===== src/rtl/video_timing_gen.sv =====
// Raster timing generator: pixel clock-enable divider, beam position counters and
// registered sync/blank/data-enable decode with frame counter and line interrupt.
module video_timing_gen #(
    parameter int H_ACTIVE = 640,
    parameter int H_FP     = 16,
    parameter int H_SYNC   = 96,
    parameter int H_BP     = 48,
    parameter int V_ACTIVE = 480,
    parameter int V_FP     = 10,
    parameter int V_SYNC   = 2,
    parameter int V_BP     = 33,
    parameter bit HS_POL   = 1'b0,
    parameter bit VS_POL   = 1'b0,
    parameter int CE_DIV   = 2,
    parameter int CW       = 12
) (
    input  logic          clk,
    input  logic          reset_n,
    input  logic          enable,
    input  logic [CW-1:0] irq_line,
    output logic          ce_pix,
    output logic          hs,
    output logic          vs,
    output logic          hblank,
    output logic          vblank,
    output logic          de,
    output logic [CW-1:0] h_cnt,
    output logic [CW-1:0] v_cnt,
    output logic          frame_start,
    output logic          line_irq,
    output logic [7:0]    frame_cnt
);

    localparam int H_TOTAL = H_ACTIVE + H_FP + H_SYNC + H_BP;
    localparam int V_TOTAL = V_ACTIVE + V_FP + V_SYNC + V_BP;
    localparam int DW      = (CE_DIV > 1) ? $clog2(CE_DIV) : 1;

    if (H_ACTIVE < 1 || H_FP < 1 || H_SYNC < 1 || H_BP < 1) begin : g_bad_h
        $error("video_timing_gen: horizontal geometry parameters must be >= 1");
    end
    if (V_ACTIVE < 1 || V_FP < 1 || V_SYNC < 1 || V_BP < 1) begin : g_bad_v
        $error("video_timing_gen: vertical geometry parameters must be >= 1");
    end
    if (CE_DIV < 1) begin : g_bad_div
        $error("video_timing_gen: CE_DIV must be >= 1");
    end
    if (CW < 2 || CW > 30 || H_TOTAL >= (1 << CW) || V_TOTAL >= (1 << CW)) begin : g_bad_cw
        $error("video_timing_gen: H_TOTAL and V_TOTAL must fit below 2^CW");
    end

    localparam logic [CW-1:0] H_ACT_C   = CW'(H_ACTIVE);
    localparam logic [CW-1:0] H_SYN0_C  = CW'(H_ACTIVE + H_FP);
    localparam logic [CW-1:0] H_SYN1_C  = CW'(H_ACTIVE + H_FP + H_SYNC);
    localparam logic [CW-1:0] H_LAST_C  = CW'(H_TOTAL - 1);
    localparam logic [CW-1:0] V_ACT_C   = CW'(V_ACTIVE);
    localparam logic [CW-1:0] V_SYN0_C  = CW'(V_ACTIVE + V_FP);
    localparam logic [CW-1:0] V_SYN1_C  = CW'(V_ACTIVE + V_FP + V_SYNC);
    localparam logic [CW-1:0] V_LAST_C  = CW'(V_TOTAL - 1);
    localparam logic [DW-1:0] DIV_TOP_C = DW'(CE_DIV - 1);

    logic [DW-1:0] div;
    logic [CW-1:0] hpos;
    logic [CW-1:0] vpos;
    logic          started;

    logic tick;
    logic hblank_d;
    logic vblank_d;
    logic hs_on;
    logic vs_on;
    logic at_origin;

    assign tick      = enable && (div == DIV_TOP_C);
    assign hblank_d  = (hpos >= H_ACT_C);
    assign vblank_d  = (vpos >= V_ACT_C);
    assign hs_on     = (hpos >= H_SYN0_C) && (hpos < H_SYN1_C);
    assign vs_on     = (vpos >= V_SYN0_C) && (vpos < V_SYN1_C);
    assign at_origin = (hpos == '0) && (vpos == '0);

    always_ff @(posedge clk or negedge reset_n) begin
        if (!reset_n) begin
            div         <= '0;
            hpos        <= '0;
            vpos        <= '0;
            started     <= 1'b0;
            ce_pix      <= 1'b0;
            hs          <= ~HS_POL;
            vs          <= ~VS_POL;
            hblank      <= 1'b1;
            vblank      <= 1'b1;
            de          <= 1'b0;
            h_cnt       <= '0;
            v_cnt       <= '0;
            frame_start <= 1'b0;
            line_irq    <= 1'b0;
            frame_cnt   <= '0;
        end else begin
            // NOTE: non-blocking throughout, so every decode below sees pre-edge hpos/vpos.
            // The single-cycle strobes default low and are raised only on a tick.
            ce_pix      <= 1'b0;
            frame_start <= 1'b0;
            line_irq    <= 1'b0;

            if (enable) begin
                div <= tick ? '0 : div + 1'b1;
            end

            if (tick) begin
                ce_pix      <= 1'b1;
                hblank      <= hblank_d;
                vblank      <= vblank_d;
                de          <= !hblank_d && !vblank_d;
                hs          <= hs_on ? HS_POL : ~HS_POL;
                vs          <= vs_on ? VS_POL : ~VS_POL;
                h_cnt       <= hpos;
                v_cnt       <= vpos;
                frame_start <= at_origin;
                line_irq    <= (hpos == '0) && (vpos == irq_line);

                // The very first origin after reset is frame 0; later origins count up.
                if (at_origin) begin
                    started <= 1'b1;
                    if (started) begin
                        frame_cnt <= frame_cnt + 8'd1;
                    end
                end

                if (hpos == H_LAST_C) begin
                    hpos <= '0;
                    vpos <= (vpos == V_LAST_C) ? '0 : vpos + 1'b1;
                end else begin
                    hpos <= hpos + 1'b1;
                end
            end
        end
    end

endmodule


===== config.mk =====
export PLATFORM = sky130hd
export DESIGN_NAME = video_timing_gen
export DESIGN_NICKNAME = d
export VERILOG_FILES = /design/src/rtl/video_timing_gen.sv
export SDC_FILE = /design/constraint.sdc
export NUM_CORES = 1
export LEC_CHECK = 0
export ABC_CLOCK_PERIOD_IN_PS = 2300
export BUFFER_PORTS_ARGS = -buffer_cell sky130_fd_sc_hd__buf_4
export CORE_UTILIZATION = 40
export CTS_CLUSTER_SIZE = 10
export DETAILED_ROUTE_END_ITERATION = 10
export PLACE_DENSITY = 0.73
export REMOVE_ABC_BUFFERS = 1
export SLEW_MARGIN = 10
export SYNTH_ARGS = -nofsm -noshare
export SYNTH_HDL_FRONTEND = slang
export SYNTH_SLANG_ARGS = --single-unit

===== constraint.sdc =====
create_clock -name clk -period 2.3 [get_ports clk]
set_input_delay 0.46 -clock clk [delete_from_list [all_inputs] [get_ports clk]]
set_output_delay 0.46 -clock clk [all_outputs]
set_load 0.02 [all_outputs]

==> out/metrics.cfg <==
[outcome]
outcome = completed

[logic_synthesis]
async_flop_share = 1.00
synthAdderAreaFrac = 0.0198
yosysUniqueCellTypes = 42
synthesis.area_sq_um = 3160
synth_top_family_by_area = simple AND/OR/NAND/NOR gates
synth_cells = 320
ys_warn_count = 0
ys_seq_elements = 66
synth-compound-area-share = 0.0614
synth_xor_area_frac = 0.0887
synth-edff-count = 0
syn-mean-instance-area_sq_um = 9.87
synth_ff_type = dfrtp_1
synth_mux_area_frac = 0.00713
ys_seq_area_frac = 0.525
yosys.area_share.simple = 0.248

[critical_path]
endpoint_kind = register
cpPeakStageDelay_ps = 620
cp-endpoint = vpos[11]
r2r_slack_ps = 170
crit_type = register to register
cp.depth = 4
timing.rr.end = vpos[11]
startpoint_type = register
arrival_ps = 2380
crit_slowest_cell = or4_4
cp_top_family = simple AND/OR/NAND/NOR gates
crit_buf_inv = 0
crit_top_cell = or4_4
r2r-start = hpos[10]
path_cells = or4_4 > or4_4 > nor4_4 > xor2_1
path_max_fanout = 9
worstPathRequired_ps = 2550
ff2ff_path_depth = 4
startpoint = hpos[10]

[clocking]
cts_hold_buf = 0
postCtsSetupRepairBufs = 0
cts_buffer_depth = 2
cts_made_buffers = 9
clk_pin_slew_worst_paths_ps = 60
htree_levels = 3
clock-sinks = 66
tritoncts = yes
cts-root-buf = clkbuf_8
clkLatencyLatePin_ps = 330
ctsResizeCount = 0

[timing]
min_period_ps = 2130
rsz0062_at_grt = no
relSlewSlack = 0.466
final-max-slew-violation-count = 0
final-setup-viol-count = 0
hold-worst-slack_ps = 221
worst_pin_slew_ps = 801
fmax_mhz = 470
fin_crit_sh = 0.925
skew_ps = 9.67
tns_ps = 0
timing.final.hold_violations = 0

[finish]
fin_util = 0.506
area.growth.synth_to_final_pct = 23.2
nets = 405
n_antenna_cell = 0
drive_gt1_frac = 0.251
fill_cells = 738

[global_routing]
track_usage = 0.182
grt_overflow = 0
grt_util_met3 = 0.0328
grt_pass1_wl_mm = 11.8
grt_pass1_vias = 2413
grt_start_max_net_pins = 67
top_usage_layer = met2
antenna_found_initial = 0
grt_use_met2 = 0.278
gr-usage-met1 = 0.253

[drt]
viasPerCell = 5.12
drt-total-wl_mm = 6.93
dr.pass1.iters = 4
routedWlPerCell_microns = 14.1
ant_nets = 0
vias = 2520
drt-initial-drc-count = 222
drc_errors = 0

[place]
io_buffers = 54
dp_hpwl_mm = 5.03
gp_congestion = 0.876

[floorplan]
die_area_sq_um = 8250
die_h_microns = 90.9
rows = 32
ios = 55
initial_core_util = 0.411
dieWidth_microns = 90.9
core_sq_um = 7690

[pwr]
power_switching_uw = 951
p_per_area_nw_per_um2 = 800
ir_worst_vdd_uv = 317
combPwrFrac = 0.224
p_int_uw = 2160
total_power_uw = 3110
p_sw_frac = 0.305
clockPowerShare = 0.310
pwr-share-seq = 0.466
power.leakage_uw = 0.00195

[hold_path]
hold_path.class = input pin to asynchronous set/reset pin

[run]
drv_cap = 0

==> flip-flops by register name (all words and copies together) (netlist names) <==
name / cells
ce_pix: 1
de: 1
div: 1
frame_cnt: 8
frame_start: 1
h_cnt: 12
hblank: 1
hpos: 12
hs: 1
line_irq: 1
started: 1
v_cnt: 12
vblank: 1
vpos: 12
vs: 1
==> routing by layer <==
metal  vias up  share of wire
li1       1226              -
met1      1208           0.47
met2        75           0.46
met3        11          0.054
met4         0          0.017
met5         -              0
==> placed cells by master, fill, tap and decap left out, drive strengths merged, types with 3 or more instances in the layout <==
cell    Yosys  final
and2        3      3
a31oi       4      4
and3        5      5
a21oi       6      6
nor2       15     15
clkbuf     10     14
dfstp       4      4
xnor2      20     20
inv         9      9
nand4      17     17
nor3       11     11
nand2      71     71
nor4       11     11
buf         6     71
o21ai      16     16
ha          5      5
dfrtp      62     62
nand3       9      9
nor2b       4      4
a22o        4      4
xor2       12     12
==> power groups by stage <==
stage | Sequential, uW | Combinational (uW) | Clock (uW)
floorplan | 1570 | 268 | 0
global placement | 1470 | 693 | 0
detailed placement | 1470 | 712 | 0
CTS | 1450 | 712 | 987
global route | 1480 | 779 | 1030
finish | 1450 | 698 | 965
==> area by class of cell <==
class | count | area [sq um] | area share
clock buffers | 14 | 163 | 0.0418
inverters | 9 | 33.8 | 0.00868
multi-input cells | 228 | 1340 | 0.345
flip-flops and latches | 66 | 1660 | 0.426
repair buffers | 71 | 533 | 0.137
clock inverters | 2 | 35.0 | 0.00901
well taps | 102 | 128 | 0.0328
==> worst register-to-register path, cell delays in order, from the launching register on <==
cell	delay [ps]
dfrtp_1	440
or4_4	510
or4_4	620
nor4_4	300
xor2_1	170
==> worst min-delay path by stage <==
stage                       from            to  slack, ps  cells after the start
CTS                      reset_n       vpos[3]        250                      1
detailed placement  frame_cnt[7]  frame_cnt[7]        460                      1
floorplan                reset_n        ce_pix        160                      0
global route             reset_n      h_cnt[1]        290                      1
finish                   reset_n      h_cnt[2]        220                      1
global placement        v_cnt[2]      v_cnt[2]        460                      2
==> cell usage after synthesis, drive strengths merged, types with 2 or more instances <==
library cell	instances	area share
dfstp	4	0.033
ha	5	0.020
dfrtp	62	0.49
nand3	9	0.014
nor4	11	0.027
clkbuf	10	0.019
and2	3	0.0067
inv	9	0.011
nand2	71	0.084
xnor2	20	0.055
mux2	2	0.0071
or4	2	0.0071
a21oi	6	0.0095
buf	6	0.018
nor2	15	0.018
and3	5	0.011
nor3	11	0.017
a22o	4	0.011
and4	2	0.0055
o21ai	16	0.025
a31oi	4	0.0079
nor2b	4	0.0079
nand4	17	0.034
xor2	12	0.033
==> metrics by stage <==
stage / area, sq um / setup slack, ps / instances
2_1_floorplan: 3030 / -409 / 303
3_3_place_gp: 3690 / 230 / 476
3_5_place_dp: 3690 / 183 / 476
4_1_cts: 3890 / 171 / 492
5_1_grt: 3890 / 74.6 / 492
6_report: 3890 / 173 / 492
==> logic make-up after synthesis <==
kind of cell    count (synthesis)
simple gates                  156
xor+xnor                       32
buf+inv                        26
mux                             2
compound gates                 33
flops                          66
fa+ha+maj                       5
Power figures use the tool's default switching activity.
